`src/rtl/mem_port_arbiter_if.sv`:
```
// Bundles the two requester handshakes and the memory port signals of the
// shared 512x8 memory arbiter. slave = arbiter side, master = requesters + memory.
interface mem_port_arbiter_if #(
    parameter int ADDR_W = 9,
    parameter int DATA_W = 8
);
    logic              req_a;
    logic              we_a;
    logic [ADDR_W-1:0] addr_a;
    logic [DATA_W-1:0] wdata_a;
    logic              gnt_a;
    logic              rvalid_a;
    logic [DATA_W-1:0] rdata_a;

    logic              req_b;
    logic              we_b;
    logic [ADDR_W-1:0] addr_b;
    logic [DATA_W-1:0] wdata_b;
    logic              gnt_b;
    logic              rvalid_b;
    logic [DATA_W-1:0] rdata_b;
    logic              lock_b;

    logic              mem_we;
    logic [ADDR_W-1:0] mem_waddr;
    logic [DATA_W-1:0] mem_wdata;
    logic [ADDR_W-1:0] mem_raddr;
    logic [DATA_W-1:0] mem_rdata;

    modport slave (
        input  req_a, we_a, addr_a, wdata_a,
        input  req_b, we_b, addr_b, wdata_b, lock_b,
        input  mem_rdata,
        output gnt_a, rvalid_a, rdata_a,
        output gnt_b, rvalid_b, rdata_b,
        output mem_we, mem_waddr, mem_wdata, mem_raddr
    );

    modport master (
        output req_a, we_a, addr_a, wdata_a,
        output req_b, we_b, addr_b, wdata_b, lock_b,
        output mem_rdata,
        input  gnt_a, rvalid_a, rdata_a,
        input  gnt_b, rvalid_b, rdata_b,
        input  mem_we, mem_waddr, mem_wdata, mem_raddr
    );
endinterface

```
`src/rtl/mem_port_arbiter.sv`:
```
// Per-port arbiter sharing one write port and one sync read port between the
// CPU (A) and the loader/debug port (B), with round-robin and a B-side lock.
//
// state     | meaning
// ST_IDLE   | per-port arbitration, round-robin on same-port contention
// ST_LOCK_B | B owns both ports, A is never granted
module mem_port_arbiter #(
    parameter int ADDR_W = 9,
    parameter int DATA_W = 8,
    parameter int CNT_W  = 16
) (
    input  logic             clk,
    input  logic             rst,
    mem_port_arbiter_if.slave bus,
    output logic             locked,
    output logic [CNT_W-1:0] conflict_cnt
);
    localparam logic [0:0] ST_IDLE   = 1'b0;
    localparam logic [0:0] ST_LOCK_B = 1'b1;

    logic [0:0]        state;
    logic [0:0]        state_nxt;
    logic              ptr_b;
    logic              contend;
    logic              gnt_a;
    logic              gnt_b;
    logic              wr_a;
    logic              wr_b;
    logic              rd_a;
    logic              rd_b;
    logic              rvalid_a_q;
    logic              rvalid_b_q;
    logic [ADDR_W-1:0] waddr_mux;
    logic [ADDR_W-1:0] raddr_mux;
    logic [DATA_W-1:0] wdata_mux;

    // Contention only exists when both requesters target the same memory port.
    always_comb begin
        gnt_a   = 1'b0;
        gnt_b   = 1'b0;
        contend = 1'b0;
        if (!rst) begin
            if (state == ST_LOCK_B) begin
                gnt_b = bus.req_b;
            end else if (bus.req_a && bus.req_b && (bus.we_a == bus.we_b)) begin
                contend = 1'b1;
                gnt_a   = ~ptr_b;
                gnt_b   = ptr_b;
            end else begin
                gnt_a = bus.req_a;
                gnt_b = bus.req_b;
            end
        end
    end

    always_comb begin
        state_nxt = state;
        case (state)
            ST_IDLE:   if (gnt_b && bus.lock_b) state_nxt = ST_LOCK_B;
            ST_LOCK_B: if (!bus.lock_b)         state_nxt = ST_IDLE;
            default:   state_nxt = ST_IDLE;
        endcase
    end

    assign wr_a = gnt_a & bus.we_a;
    assign wr_b = gnt_b & bus.we_b;
    assign rd_a = gnt_a & ~bus.we_a;
    assign rd_b = gnt_b & ~bus.we_b;

    // Ungranted ports park at zero so the memory sees a quiet bus.
    always_comb begin
        waddr_mux = '0;
        wdata_mux = '0;
        raddr_mux = '0;
        if (wr_a) begin
            waddr_mux = bus.addr_a;
            wdata_mux = bus.wdata_a;
        end else if (wr_b) begin
            waddr_mux = bus.addr_b;
            wdata_mux = bus.wdata_b;
        end
        if (rd_a)      raddr_mux = bus.addr_a;
        else if (rd_b) raddr_mux = bus.addr_b;
    end

    always_ff @(posedge clk or posedge rst) begin
        if (rst) begin
            state        <= ST_IDLE;
            ptr_b        <= 1'b0;
            rvalid_a_q   <= 1'b0;
            rvalid_b_q   <= 1'b0;
            conflict_cnt <= '0;
        end else begin
            state      <= state_nxt;
            rvalid_a_q <= rd_a;
            rvalid_b_q <= rd_b;
            if (contend) begin
                ptr_b <= ~ptr_b;
                if (conflict_cnt != '1) conflict_cnt <= conflict_cnt + 1'b1;
            end else if ((state == ST_LOCK_B) && !bus.lock_b) begin
                ptr_b <= 1'b0;
            end
        end
    end

    assign bus.gnt_a     = gnt_a;
    assign bus.gnt_b     = gnt_b;
    assign bus.rvalid_a  = rvalid_a_q;
    assign bus.rvalid_b  = rvalid_b_q;
    assign bus.rdata_a   = bus.mem_rdata;
    assign bus.rdata_b   = bus.mem_rdata;
    assign bus.mem_we    = wr_a | wr_b;
    assign bus.mem_waddr = waddr_mux;
    assign bus.mem_wdata = wdata_mux;
    assign bus.mem_raddr = raddr_mux;
    assign locked        = (state == ST_LOCK_B);
endmodule

```
`src/flat_wrapper.sv`:
```
// flat-port wrapper written by rule: the top's interface ports become plain ports
module mem_port_arbiter_flat 
#(
    parameter int ADDR_W = 9,
    parameter int DATA_W = 8,
    parameter int CNT_W  = 16
)
  (clk, rst, locked, conflict_cnt, bus_req_a, bus_we_a, bus_addr_a, bus_wdata_a, bus_req_b, bus_we_b, bus_addr_b, bus_wdata_b, bus_lock_b, bus_mem_rdata, bus_gnt_a, bus_rvalid_a, bus_rdata_a, bus_gnt_b, bus_rvalid_b, bus_rdata_b, bus_mem_we, bus_mem_waddr, bus_mem_wdata, bus_mem_raddr);
  mem_port_arbiter_if #(.ADDR_W(ADDR_W), .DATA_W(DATA_W)) bus_i ();
  input  logic clk;
  input  logic rst;
  output logic locked;
  output logic [CNT_W-1:0] conflict_cnt;
  input wire logic [$bits(bus_i.req_a)-1:0] bus_req_a;
  input wire logic [$bits(bus_i.we_a)-1:0] bus_we_a;
  input wire logic [$bits(bus_i.addr_a)-1:0] bus_addr_a;
  input wire logic [$bits(bus_i.wdata_a)-1:0] bus_wdata_a;
  input wire logic [$bits(bus_i.req_b)-1:0] bus_req_b;
  input wire logic [$bits(bus_i.we_b)-1:0] bus_we_b;
  input wire logic [$bits(bus_i.addr_b)-1:0] bus_addr_b;
  input wire logic [$bits(bus_i.wdata_b)-1:0] bus_wdata_b;
  input wire logic [$bits(bus_i.lock_b)-1:0] bus_lock_b;
  input wire logic [$bits(bus_i.mem_rdata)-1:0] bus_mem_rdata;
  output wire logic [$bits(bus_i.gnt_a)-1:0] bus_gnt_a;
  output wire logic [$bits(bus_i.rvalid_a)-1:0] bus_rvalid_a;
  output wire logic [$bits(bus_i.rdata_a)-1:0] bus_rdata_a;
  output wire logic [$bits(bus_i.gnt_b)-1:0] bus_gnt_b;
  output wire logic [$bits(bus_i.rvalid_b)-1:0] bus_rvalid_b;
  output wire logic [$bits(bus_i.rdata_b)-1:0] bus_rdata_b;
  output wire logic [$bits(bus_i.mem_we)-1:0] bus_mem_we;
  output wire logic [$bits(bus_i.mem_waddr)-1:0] bus_mem_waddr;
  output wire logic [$bits(bus_i.mem_wdata)-1:0] bus_mem_wdata;
  output wire logic [$bits(bus_i.mem_raddr)-1:0] bus_mem_raddr;
  assign bus_i.req_a = bus_req_a;
  assign bus_i.we_a = bus_we_a;
  assign bus_i.addr_a = bus_addr_a;
  assign bus_i.wdata_a = bus_wdata_a;
  assign bus_i.req_b = bus_req_b;
  assign bus_i.we_b = bus_we_b;
  assign bus_i.addr_b = bus_addr_b;
  assign bus_i.wdata_b = bus_wdata_b;
  assign bus_i.lock_b = bus_lock_b;
  assign bus_i.mem_rdata = bus_mem_rdata;
  assign bus_gnt_a = bus_i.gnt_a;
  assign bus_rvalid_a = bus_i.rvalid_a;
  assign bus_rdata_a = bus_i.rdata_a;
  assign bus_gnt_b = bus_i.gnt_b;
  assign bus_rvalid_b = bus_i.rvalid_b;
  assign bus_rdata_b = bus_i.rdata_b;
  assign bus_mem_we = bus_i.mem_we;
  assign bus_mem_waddr = bus_i.mem_waddr;
  assign bus_mem_wdata = bus_i.mem_wdata;
  assign bus_mem_raddr = bus_i.mem_raddr;
  mem_port_arbiter #(.ADDR_W(ADDR_W), .DATA_W(DATA_W), .CNT_W(CNT_W)) u_core (.clk(clk), .rst(rst), .bus(bus_i), .locked(locked), .conflict_cnt(conflict_cnt));
endmodule
```
`config.mk`:
```
export PLATFORM = sky130hd
export DESIGN_NAME = mem_port_arbiter_flat
export DESIGN_NICKNAME = d
export VERILOG_FILES = /design/src/rtl/mem_port_arbiter_if.sv /design/src/rtl/mem_port_arbiter.sv /design/src/flat_wrapper.sv
export SDC_FILE = /design/constraint.sdc
export NUM_CORES = 1
export LEC_CHECK = 0
export BUFFER_PORTS_ARGS = -buffer_cell sky130_fd_sc_hd__buf_2
export CAP_MARGIN = 20
export CORE_MARGIN = 2
export CORE_UTILIZATION = 37
export CTS_BUF_LIST = sky130_fd_sc_hd__clkbuf_4
export CTS_CLUSTER_SIZE = 40
export DETAILED_ROUTE_END_ITERATION = 8
export HOLD_SLACK_MARGIN = 0.1
export PLACE_DENSITY = 0.79
export SYNTH_ARGS = -nofsm -noshare
export SYNTH_HDL_FRONTEND = slang
export SYNTH_SLANG_ARGS = --single-unit
export TNS_END_PERCENT = 30
```
`constraint.sdc`:
```
create_clock -name clk -period 1.9 [get_ports clk]
set_clock_uncertainty 0.15 [all_clocks]
set_input_delay 0.095 -clock clk [delete_from_list [all_inputs] [get_ports clk]]
set_output_delay 0.095 -clock clk [all_outputs]
set_load 0.03 [all_outputs]
```
# Word level (Yosys, flattened, before mapping)
# Cells that the tools add are included.
# totals
word_cells	44
ramBits	0
n_memories	0
latchBits	0
regBits	20
rom_bits	0
# classes
n_addsub	1
n_eq_ne	2
order_cmp	0
bitwise_logic	9
n_shift	0
n_reduce_logical	7
n_mux	20
multipliers	0
div	0
# ops
cell	count
two-way mux 9 bit	4
adder 16 x 1 -> 16 bit (second input constant)	1
two-way mux 8 bit	2
!= test 16 bit (second input constant)	1
two-way mux 1 bit	13
AND 1 bit	4
logical AND 1 bit	4
NOT 1 bit	4
one-hot mux 1 bit (2 select lines)	1
AND reduction 2 bit	1
nonzero test 2 bit	1
equality test 1 bit	1
logical NOT 1 bit	1
bitwise OR 1 bit	1

# Logic depth before layout (Yosys ltp)
# Gate-level depths: netlist (run 1).
# logic_depth
depth_word	8
mapped_depth	6

# Worst setup path after synthesis (run 1)
# Ideal clock, no wire load.
# synth_timing
path_type	reg-to-reg
from	register u_core.conflict_cnt[0]
to	register u_core.conflict_cnt[1]
arrival_time_ns	1.754
stages_incl_launch_ff	7
setup_time_ns	0.125
required_ns	1.625
slack_ns	-0.129
n_path_buf	1
path_cell_list	dfrtp_1 ha_1 nand4_1 and4bb_1 buf_6 nor2_1 mux2_2
# synth_between
elab_chain_cells	2
elab_cells_between_ends	3
# synth_rtl
element	line	source
start: declaration	mem_port_arbiter.sv:16	output logic [CNT_W-1:0] conflict_cnt
start signal: assignment	mem_port_arbiter.sv:99	if (conflict_cnt != '1) conflict_cnt <= conflict_cnt + 1'b1;
branches (longest 2 deep; another with adder 16 x 1 -> 16 bit)	--	
# Parallel ways; which one is timed is not known.
# A chain may end at the register's enable or synchronous reset.

# Worst setup path in the final report (run 1)
# layout_timing
from	register u_core.ptr_b
to	output port bus_mem_waddr[7]
# layout_between
elab_chain_cells	6
elab_cells_between_ends	11
# layout_rtl
element	line	source
start: declaration	mem_port_arbiter.sv:23	logic ptr_b;
start signal: assignment	mem_port_arbiter.sv:98	ptr_b <= ~ptr_b;
two-way mux 1 bit / NOT 1 bit (equally long branches)	mem_port_arbiter.sv:45, mem_port_arbiter.sv:47	
two-way mux 1 bit, on equally long branches	mem_port_arbiter.sv:43, mem_port_arbiter.sv:45	
two-way mux 1 bit, on equally long branches	mem_port_arbiter.sv:42, mem_port_arbiter.sv:43	
AND 1 bit / two-way mux 1 bit (equally long branches)	mem_port_arbiter.sv:66, mem_port_arbiter.sv:42	
two-way mux 9 bit / AND 1 bit (equally long branches)	mem_port_arbiter.sv:78, mem_port_arbiter.sv:65	
two-way mux 9 bit *	mem_port_arbiter.sv:75	if (wr_a) begin
end: declaration	flat_wrapper.sv:31	output wire logic [$bits(bus_i.mem_waddr)-1:0] bus_mem_waddr;
# Mark *: on every way between the ends. The rest lies on a longest branch, timed or not.

==> results of run 1 <==
==> final timing paths <==
path                                            to  cells after the start                   start  slack [ps]
max                               bus_mem_waddr[7]                      6            u_core.ptr_b        -100
min                            u_core.bus.rvalid_a                      4               bus_req_a         220
max reg2reg                u_core.conflict_cnt[14]                      4           u_core.locked          90
min reg2reg                 u_core.conflict_cnt[5]                      1  u_core.conflict_cnt[5]         340
max in group asynchronous   u_core.conflict_cnt[0]                      4                     rst         490
min in group asynchronous             u_core.ptr_b                      4                     rst         510
==> logic make-up (layout without fill, tap and decap cells) <==
logic type | after synthesis | after routing
adder cells (fa/ha/maj) | 1 | 1
buffers and inverters | 25 | 133
AO/OA/AOI/OAI | 33 | 33
AND/OR/NAND/NOR | 49 | 49
multiplexers | 2 | 2
XOR/XNOR | 15 | 15
flip-flops | 20 | 20
==> metal layers <==
layer | track usage [%] | vias up | share of wire [%]
li1 | - | 742 | -
met2 | 35.4 | 70 | 53
met5 | 0 | - | 0
met4 | 4.59 | 0 | 1.1
met1 | 25.6 | 740 | 40
met3 | 4.39 | 8 | 6.1
==> state kept, by name (all words and copies together) (netlist names) <==
register	flops
u_core.bus.rvalid_b	1
u_core.conflict_cnt	16
u_core.bus.rvalid_a	1
u_core.locked	1
u_core.ptr_b	1
==> tightest hold or removal path, cell delays in order <==
cell and delay, ps:
buf_2 120, nand3b_1 190, nor3_4 70, buf_4 150
==> stage by stage <==
stage,power [uW],instances
2_1_floorplan,910,145
3_3_place_gp,1070,276
3_5_place_dp,1080,276
4_1_cts,1440,298
5_1_grt,1550,301
6_report,1460,301
==> Yosys cell counts, drive strengths merged, types with 3 or more instances <==
| cell type | number | share of area, % |
|---|---|---|
| nor2 | 5 | 1.3 |
| nor3 | 6 | 2.4 |
| a22o | 26 | 16 |
| inv | 5 | 1.3 |
| nand3 | 9 | 3.1 |
| xnor2 | 3 | 2.3 |
| xor2 | 12 | 7.2 |
| nand2 | 8 | 2.1 |
| dfrtp | 20 | 34 |
| buf | 20 | 11 |
| nor4 | 7 | 5.3 |
==> final cells by class <==
type,instances,area (um^2)
Multi-Input combinational cell,100,865
Fill cell,284,1290
Sequential cell,20,504
Timing Repair Buffer,124,948
Inverter,5,22.5
Tap cell,48,60.1
Clock buffer,4,30.0
==> power groups by stage <==
stage | Sequential (uW) | Clock (uW) | Combinational (uW)
floorplan | 634 | 0 | 277
global placement | 517 | 0 | 552
detailed placement | 520 | 0 | 560
CTS | 516 | 224 | 699
global route | 523 | 254 | 776
finish | 516 | 215 | 732
==> repair_timing <==
| action | CTS | global route |
|---|---|---|
| cloned | 1 | 1 |
| hold buffers | 12 | 0 |
| setup buffers | 5 | 2 |
| resized for setup | 67 | 10 |
| pin swaps | 11 | 12 |
| setup endpoints to repair | 27 | 33 |
| hold endpoints to repair | 40 | 0 |
==> impl_metrics.csv, run 1 <==
group,metric,value,unit
global_route,grt_pass1_wl,6930,um
logic_synthesis,ys_types,35,
floorplan,die-width,66.7,um
power,p_per_area,602,nW/um^2
worst_setup_path,crit_buf_inv,3,
cts,clock_latency,290,ps
worst_setup_path,slowest_stage,"dfrtp_1",
cells_and_area,final_common_cell,"buf_2",
logic_synthesis,synth-seq-cells,20,
logic_synthesis,yosys.area_share.simple,22.4,%
detailed_routing,via_per_inst,5.18,
floorplan,rows,22,
worst_setup_path,startpoint_type,"register",
worst_setup_path,crit_path_end_kind,"output port",
sta,setup_viol,27,
floorplan,dieArea,4440,um^2
logic_synthesis,post_synth_instance_area,1450,um^2
global_route,grt_max_degree,21,
cells_and_area,stdcell_area,2430,um^2
sta,worst_slew_pin_slew,897,ps
sta,holdWs,224,ps
worst_setup_path,path_cells,"nor3b_4 -> buf_4 -> a211oi_4 -> buf_6 -> a22o_1 -> buf_6",
detailed_routing,drc,0,
floorplan,core,3720,um^2
logic_synthesis,avgSynthCellArea,10.0,um^2
detailed_routing,drt_first_pass_iters,4,
worst_setup_path,crit_path_max_incr_delay,440,ps
cells_and_area,drive_gt1_share,56.1,%
power,irDropWorstVdd,0.430,mV
cts,cts.sinks,20,
power,p_leak,0.00121,uW
logic_synthesis,synth_top_family_by_area,"simple AND/OR/NAND/NOR gates",
worst_setup_path,cp_max_fo,8,
power,p_clk_share,14.7,%
cts,cts_buffers,3,
detailed_routing,drtIter0Drc,64,
cts,cts-htree-levels,1,
cells_and_area,final_cell_mix,"buf_2 (61), buf_6 (34), a22o_1 (26), dfrtp_1 (17), buf_4 (16)",
worst_setup_path,crit_arrival,1750,ps
logic_synthesis,ys_seq_area_share,34.5,%
sta,hold_violations,0,
logic_synthesis,synth-edff-count,0,
power,sequentialPowerShare,35.3,%
power,p_sw,581,uW
place,preCtsSetupSlack,-144,ps
logic_synthesis,yosys.area_share.xor_xnor,9.56,%
logic_synthesis,synth-async-reset-ratio,100,%
place,gp_congestion,0.868,
global_route,grt_usage,20.3,%
logic_synthesis,syn_inst,145,
sta,rsz0062_at_grt,"true",
logic_synthesis,synth-compound-area-share,19.4,%
floorplan,start_util,39.1,%
worst_setup_path,cp.required,1650,ps
logic_synthesis,yosysWarnings,0,
sta,setup-tns-final,-1830,ps
power,swShare,39.7,%
cts,cts_buffer_depth,2,
status,violations,"setup timing",
floorplan,die_height,66.7,um
sta,fin_crit_sh,105,%
cts,root_buffer,"clkbuf_4",
place,post-dp-hpwl,3100,um
floorplan,ios,113,
place,placed_area,1940,um^2
logic_synthesis,synth_mux_area_share,1.55,%
logic_synthesis,synth_fa_ha_area_share,0.861,%
logic_synthesis,syn_nets,195,
global_route,grt_pass1_vias,1479,
sta,fin_crit,2000,ps
cts,cts_tree,"yes",
sta,slew_violations,0,
detailed_routing,ant_nets,0,
cells_and_area,fin_nets,304,
sta,relSlewSlack,40.0,%
worst_setup_path,critical-path-top-delay-family,"compound AO/OA/AOI/OAI gates",
cts,cts.clk_slew.worst_paths,110,ps
power,p_int,882,uW
sta,setup_ws,-98.0,ps
status,status,"complete, but fails checks",
detailed_routing,wl_per_cell,16.0,um
logic_synthesis,synth_flop_cell,"dfrtp_1",
cells_and_area,postLayoutCoreUtil,65.4,%
global_route,antenna_found_initial,0,
detailed_routing,routed_wl,4830,um
cells_and_area,synthToLayoutAreaGrowth,67.3,%
flow_run,drv_cap,0,
worst_setup_path,critPathKind,"register to output port",
place,io_buffers,88,
detailed_routing,vias,1560,
global_route,gr-total-overflow,0,
sta,fmax,0.501,GHz
worst_setup_path,cpMostUsedCell,"buf_6",
cells_and_area,diodes,0,
power,p_comb_share,50.0,%
worst_hold_path,hp-class,"input pin to register",
No activity file was read; power rests on OpenSTA's default activity.
==> run 2: changes to the inputs <==
--- a/config.mk
+++ b/config.mk
@@ -7,13 +7,15 @@
 export LEC_CHECK = 0
 export BUFFER_PORTS_ARGS = -buffer_cell sky130_fd_sc_hd__buf_2
 export CAP_MARGIN = 20
+export CELL_PAD_IN_SITES_DETAIL_PLACEMENT = 0
+export CELL_PAD_IN_SITES_GLOBAL_PLACEMENT = 1
 export CORE_MARGIN = 2
-export CORE_UTILIZATION = 37
+export CORE_UTILIZATION = 25
 export CTS_BUF_LIST = sky130_fd_sc_hd__clkbuf_4
 export CTS_CLUSTER_SIZE = 40
 export DETAILED_ROUTE_END_ITERATION = 8
 export HOLD_SLACK_MARGIN = 0.1
-export PLACE_DENSITY = 0.79
+export PLACE_DENSITY_LB_ADDON = 0.1
 export SYNTH_ARGS = -nofsm -noshare
 export SYNTH_HDL_FRONTEND = slang
 export SYNTH_SLANG_ARGS = --single-unit
==> run 2 against run 1 <==
Compared with the run above: the flow still finishes with violations (setup timing); cell count is 7.0% higher; global-route usage fell by 7.0 points; die area is 45% higher; sequential power hardly changed; count of clock-buffer cells in the layout fell by 1; highest routed layer unchanged; first-iteration DRC count decreased by 61%; largest cell class unchanged; fmax rose by 0.79%.
==> impl_metrics.csv, run 2 (synthesis results as in run 1) <==
group,metric,value,unit
worst_hold_path,worstHoldEndpoint,"u_core.bus.rvalid_a",
worst_setup_path,rr_endpoint,"u_core.conflict_cnt[8]",
floorplan,rows,27,
worst_setup_path,crit_path_max_incr_delay,460,ps
worst_hold_path,hp-start,"bus_we_b",
global_route,grt_pass1_wl,7000,um
global_route,grt_usage,13.3,%
detailed_routing,ant_nets,0,
cts,cts.clk_slew.worst_paths,110,ps
floorplan,start_util,26.1,%
floorplan,die-width,80.2,um
power,finalPower,1440,uW
detailed_routing,dr.max_layer_used,"met4",
detailed_routing,drt_first_pass_iters,4,
floorplan,core,5570,um^2
power,swShare,40.8,%
sta,relSlewSlack,59.9,%
detailed_routing,vias,1555,
sta,setup_ws,-82.3,ps
global_route,grt_max_degree,21,
sta,hold_violations,0,
sta,rsz0062_at_grt,"true",
sta,setup_viol,11,
detailed_routing,dr_wl_met2,2290,um
power,p_per_area,587,nW/um^2
worst_hold_path,hold_depth,4,
cts,cts_buffers,3,
global_route,grt_pass1_vias,1608,
power,p_int,851,uW
global_route,antenna_found_initial,0,
place,placed_area,1970,um^2
power,p_sw,586,uW
sta,fin_crit,1980,ps
power,p_clk_share,14.5,%
worst_setup_path,crit_arrival,1740,ps
power,p_comb_share,49.6,%
power,p_leak,0.00120,uW
place,io_buffers,88,
detailed_routing,routed_wl,4420,um
flow_run,drv_cap,0,
cells_and_area,final_common_cell,"buf_2",
worst_setup_path,cp_max_fo,10,
sta,fmax,0.504,GHz
floorplan,dieArea,6440,um^2
sta,fin_crit_sh,104,%
cells_and_area,synthToLayoutAreaGrowth,68.4,%
worst_setup_path,startpoint_type,"register",
worst_setup_path,ff2ff_path_depth,5,
status,status,"complete, but fails checks",
detailed_routing,drc,0,
worst_setup_path,critical-path-top-delay-family,"flip-flops",
power,irDropWorstVdd,0.522,mV
place,gp_congestion,0.850,
cts,cts.sinks,20,
worst_setup_path,slowest_stage,"dfrtp_2",
cts,cts-htree-levels,1,
status,violations,"setup timing",
detailed_routing,wl_per_cell,13.7,um
cts,cts_tree,"yes",
worst_setup_path,reg2reg_setup_slack,80,ps
global_route,gr-total-overflow,0,
worst_setup_path,path_cells,"nor3b_4 -> buf_6 -> a211oi_4 -> buf_12 -> a22o_1 -> buf_6",
cells_and_area,diodes,0,
place,post-dp-hpwl,3320,um
cts,clock_latency,300,ps
worst_setup_path,crit_buf_inv,3,
worst_setup_path,timing.rr.start,"u_core.locked",
cts,cts_buffer_depth,2,
power,sequentialPowerShare,35.9,%
cells_and_area,largest_reg_flops,16,
cells_and_area,fillCellCount,556,
floorplan,die_height,80.2,um
cells_and_area,final_cell_mix,"buf_2 (61), buf_6 (29), a22o_1 (26), dfrtp_1 (17), buf_4 (15)",
worst_setup_path,cp.required,1650,ps
cells_and_area,top_register,"u_core.conflict_cnt",
worst_setup_path,startpoint,"u_core.locked",
floorplan,ios,113,
sta,worst_slew_pin_slew,599,ps
cells_and_area,stdcell_area,2450,um^2
worst_setup_path,cpMostUsedCell,"buf_6",
cells_and_area,fin_nets,301,
cts,root_buffer,"clkbuf_4",
worst_setup_path,critPathKind,"register to output port",
cells_and_area,drive_gt1_share,55.6,%
worst_setup_path,crit_path_end_kind,"output port",
detailed_routing,wl_met1,1740,um
detailed_routing,drtIter0Drc,25,
worst_hold_path,hp-class,"input pin to register",
sta,setup-tns-final,-700,ps
detailed_routing,route.met3.wl,345,um
sta,slew_violations,0,
detailed_routing,via_per_inst,4.83,
==> run 2: tightest hold or removal path, stage by stage <==
cell	delay, ps
buf_2	130
nor2_1	130
nor3_2	60
buf_6	140
==> run 2: repair_timing <==
| item | CTS | global route |
|---|---|---|
| hold endpoints to repair | 40 | 0 |
| setup endpoints to repair | 30 | 32 |
| pin swaps | 16 | 19 |
| setup buffers | 5 | 1 |
| hold buffers | 12 | 0 |
| gates resized for setup | 56 | 19 |
==> run 2: area by class of cell <==
| class | instances | area, um^2 | share of cell area [%] |
|---|---|---|---|
| clock inverters | 1 | 3.75 | 0.153 |
| repair buffers | 121 | 932 | 38.1 |
| inverters | 5 | 22.5 | 0.921 |
| flip-flops and latches | 20 | 504 | 20.6 |
| well taps | 72 | 90.1 | 3.68 |
| multi-input cells | 100 | 871 | 35.6 |
| clock buffers | 3 | 22.5 | 0.921 |
==> run 2: per-stage QoR <==
stage / hold WS [ps] / utilization (%) / setup WS, ps / std cells
floorplan: -194 / - / 21.3 / 145
global placement: 40.3 / 35.4 / -64.2 / 302
detailed placement: 40.3 / 35.4 / -119 / 302
CTS: 123 / 42.5 / -93.7 / 322
global route: 152 / 43.9 / -159 / 322
finish: 147 / 43.9 / -82.3 / 322
==> run 2: power by group through the flow <==
stage,clock network [uW],logic [uW],registers (uW)
floorplan,0,277,634
global placement,0,557,518
detailed placement,0,560,520
CTS,225,699,516
global route,249,764,528
finish,209,712,516
==> run 2: layer usage <==
metal  up-vias  global-route usage (%)
met5         -                       0
met4         0                    3.39
met3         5                    2.25
met2        70                    25.3
met1       747                    15.1
li1        733                       -
==> run 2: worst max path at each step <==
stage,endpoint,cells past startpoint,slack [ps]
CTS,bus_mem_raddr[0],6,-90
finish,bus_mem_raddr[5],6,-80
global placement,bus_mem_waddr[2],4,-60
floorplan,u_core.conflict_cnt[1],6,20
global route,bus_mem_raddr[2],6,-160
detailed placement,bus_mem_wdata[3],4,-120
==> run 3: changes to the inputs <==
--- a/config.mk
+++ b/config.mk
@@ -5,12 +5,13 @@
 export SDC_FILE = /design/constraint.sdc
 export NUM_CORES = 1
 export LEC_CHECK = 0
+export ABC_AREA = 1
 export BUFFER_PORTS_ARGS = -buffer_cell sky130_fd_sc_hd__buf_2
 export CAP_MARGIN = 20
 export CELL_PAD_IN_SITES_DETAIL_PLACEMENT = 0
 export CELL_PAD_IN_SITES_GLOBAL_PLACEMENT = 1
 export CORE_MARGIN = 2
-export CORE_UTILIZATION = 25
+export CORE_UTILIZATION = 27
 export CTS_BUF_LIST = sky130_fd_sc_hd__clkbuf_4
 export CTS_CLUSTER_SIZE = 40
 export DETAILED_ROUTE_END_ITERATION = 8
==> run 3 against run 2 <==
Compared with the run above: the run now ends clean; hold slack worse by 19 ps; synthesized area grew 35%; cell area is 6.1% higher; synthesized cell count is 100% higher; fmax up 11%; die area is 23% higher; clock power grew 6%; via count increased by 46%; utilization is 7.5 points lower; total power fell by 8.4%.
==> impl_metrics.csv, run 3 <==
group,metric,value,unit
place,post-dp-hpwl,4800,um
cts,postCtsSetupRepairBufs,0,
cts,cts.clk_slew.worst_paths,120,ps
floorplan,ios,113,
logic_synthesis,synth_common_cells,"nand2_1 (99), nand4_1 (58), buf_4 (20), dfrtp_1 (20), inv_1 (19)",
logic_synthesis,synth-edff-count,0,
cts,root_buffer,"clkbuf_4",
floorplan,rows,31,
place,placed_area,2420,um^2
detailed_routing,drc,0,
sta,slew_violations,0,
cts,cts_buffer_depth,2,
worst_setup_path,critical-path-top-delay-family,"buffers and inverters",
sta,fmax,0.560,GHz
detailed_routing,wl_per_cell,13.4,um
cells_and_area,stdcell_area,2600,um^2
worst_setup_path,slowest_stage,"dlygate4sd3_1",
cells_and_area,postLayoutCoreUtil,36.4,%
detailed_routing,drtIter0Drc,84,
cells_and_area,final_cell_mix,"nand2_1 (99), buf_2 (83), nand4_1 (58), dfrtp_1 (20), inv_1 (18)",
sta,fin_crit,1780,ps
sta,rsz0062_at_grt,"false",
cells_and_area,drive_gt1_share,35.3,%
worst_setup_path,crit_arrival,1540,ps
worst_setup_path,cp.required,1650,ps
worst_setup_path,startpoint_type,"input pin",
logic_synthesis,synth-seq-cells,20,
cells_and_area,regArea,500,um^2
detailed_routing,wl_met1,2890,um
global_route,gr-total-overflow,0,
worst_setup_path,cp_max_fo,28,
cells_and_area,fillCellCount,839,
global_route,grt_max_degree,29,
worst_setup_path,critPathKind,"input pin to output port",
logic_synthesis,yosysWarnings,0,
cells_and_area,largest_reg_flops,16,
global_route,grt_pass1_vias,1928,
status,status,"complete, no violations",
floorplan,die_height,89.1,um
logic_synthesis,yosysMostFrequentCell,"nand2_1",
detailed_routing,via_per_inst,4.72,
detailed_routing,ant_nets,0,
detailed_routing,dr.max_layer_used,"met4",
logic_synthesis,synth_area_leaders,"dfrtp_1 (26%), nand2_1 (19%), nand4_1 (19%)",
logic_synthesis,synth-async-reset-ratio,100,%
place,io_buffers,88,
cts,cts_tree,"yes",
sta,holdWs,128,ps
detailed_routing,vias,2269,
cells_and_area,multi_input_area,1150,um^2
worst_hold_path,hp-class,"input pin to register",
worst_setup_path,cpMostUsedCell,"buf_2",
cells_and_area,synthToLayoutAreaGrowth,32.8,%
logic_synthesis,synth_area_leader_cell,"dfrtp_1",
detailed_routing,drt_first_pass_iters,4,
cells_and_area,fin_nets,433,
floorplan,dieArea,7940,um^2
logic_synthesis,synth_flop_cell,"dfrtp_1",
global_route,grt_pass1_wl,9730,um
place,dpl.cell_count,466,
cells_and_area,top_register,"u_core.conflict_cnt",
logic_synthesis,avgSynthCellArea,6.60,um^2
power,p_per_area,507,nW/um^2
sta,setup_viol,0,
flow_run,drv_cap,0,
worst_setup_path,path_cells,"dlygate4sd3_1 -> buf_2 -> nor2_2 -> buf_6 -> nand4_1 -> nand2_1 -> buf_2",
sta,setup-tns-final,0,ps
sta,fin_crit_sh,93.9,%
worst_setup_path,crit_path_end_kind,"output port",
logic_synthesis,syn_inst,296,
cts,cts-htree-levels,1,
logic_synthesis,ys_types,28,
cts,cts_buffers,3,
power,p_leak,0.00143,uW
sta,relSlewSlack,60.1,%
cts,cts.sinks,20,
logic_synthesis,syn_nets,346,
global_route,antenna_found_initial,0,
logic_synthesis,post_synth_instance_area,1950,um^2
cts,clock_latency,300,ps
cells_and_area,diodes,0,
global_route,grt_usage,15.4,%
detailed_routing,dr_wl_met2,3130,um
floorplan,die-width,89.1,um
floorplan,core,7140,um^2
sta,hold_violations,0,
logic_synthesis,synth_top_area_share,25.6,%
cells_and_area,final_common_cell,"nand2_1",
detailed_routing,route.met3.wl,401,um
floorplan,start_util,27.4,%
place,gp_congestion,0.762,
cells_and_area,stdcell_count,481,
sta,worst_slew_pin_slew,596,ps
worst_setup_path,crit_buf_inv,4,
logic_synthesis,ys_seq_area_share,25.6,%
power,irDropWorstVdd,0.416,mV
detailed_routing,routed_wl,6440,um
worst_setup_path,crit_path_max_incr_delay,530,ps
run 3: metal layers:
metal	vias up	track usage, %
li1	1154	-
met1	1033	20.4
met2	80	27.4
met3	2	1.57
met4	0	2.85
met5	-	0
run 3: kinds of logic after synthesis:
logic type / after synthesis / share of synthesized area (%)
AOI/OAI and AO/OA: 9 / 2.62
buffers and inverters: 55 / 15.7
adders and majority gates: 1 / 0.640
and+or+nand+nor: 204 / 52.3
xor gates and xnor gates: 7 / 3.14
DFF: 20 / 25.6
run 3: path summary, 6_finish.rpt:
path / cells after the start / start / slack (ps) / endpoint
max in group asynchronous: 4 / rst / 1130 / u_core.conflict_cnt[14]
worst min register to register: 2 / u_core.conflict_cnt[1] / 430 / u_core.conflict_cnt[1]
min in group asynchronous: 4 / rst / 250 / u_core.locked
worst min-delay path: 3 / bus_we_a / 130 / u_core.bus.rvalid_a
worst max register to register: 10 / u_core.conflict_cnt[1] / 190 / u_core.conflict_cnt[15]
worst max-delay path: 7 / rst / 120 / bus_mem_wdata[6]
run 3: tightest hold or removal path, stage by stage:
cell and delay (ps):
buf_2 150, buf_4 240, nor2_1 70
run 3: power breakdown:
group | internal, uW | total [uW] | switching (uW)
logic | 197 | 596 | 398
clock network | 76.6 | 221 | 144
registers | 459 | 501 | 41.5
total | 733 | 1320 | 584
run 3: cell type report:
| class | instances | area share [%] |
|---|---|---|
| inverters | 23 | 3.57 |
| clock inverters | 1 | 0.145 |
| flip-flops and latches | 20 | 19.3 |
| multi-input cells | 221 | 44.3 |
| repair buffers | 114 | 27.1 |
| clock buffers | 3 | 0.867 |
| well taps | 99 | 4.77 |
run 3: through the flow:
step	worst slack, ps	total power (uW)
after CTS	58.3	1320
after global placement	191	1040
after floorplan	17.1	906
after detailed placement	147	1030
final	115	1320
after global routing	4.18	1410
run 3: timing repair:
item / in CTS / in global routing
resized for setup: 1 / 15
pin swaps: 0 / 1
hold endpoints to repair: 39 / 0
setup endpoints to repair: 2 / 35
hold buffers: 11 / 0
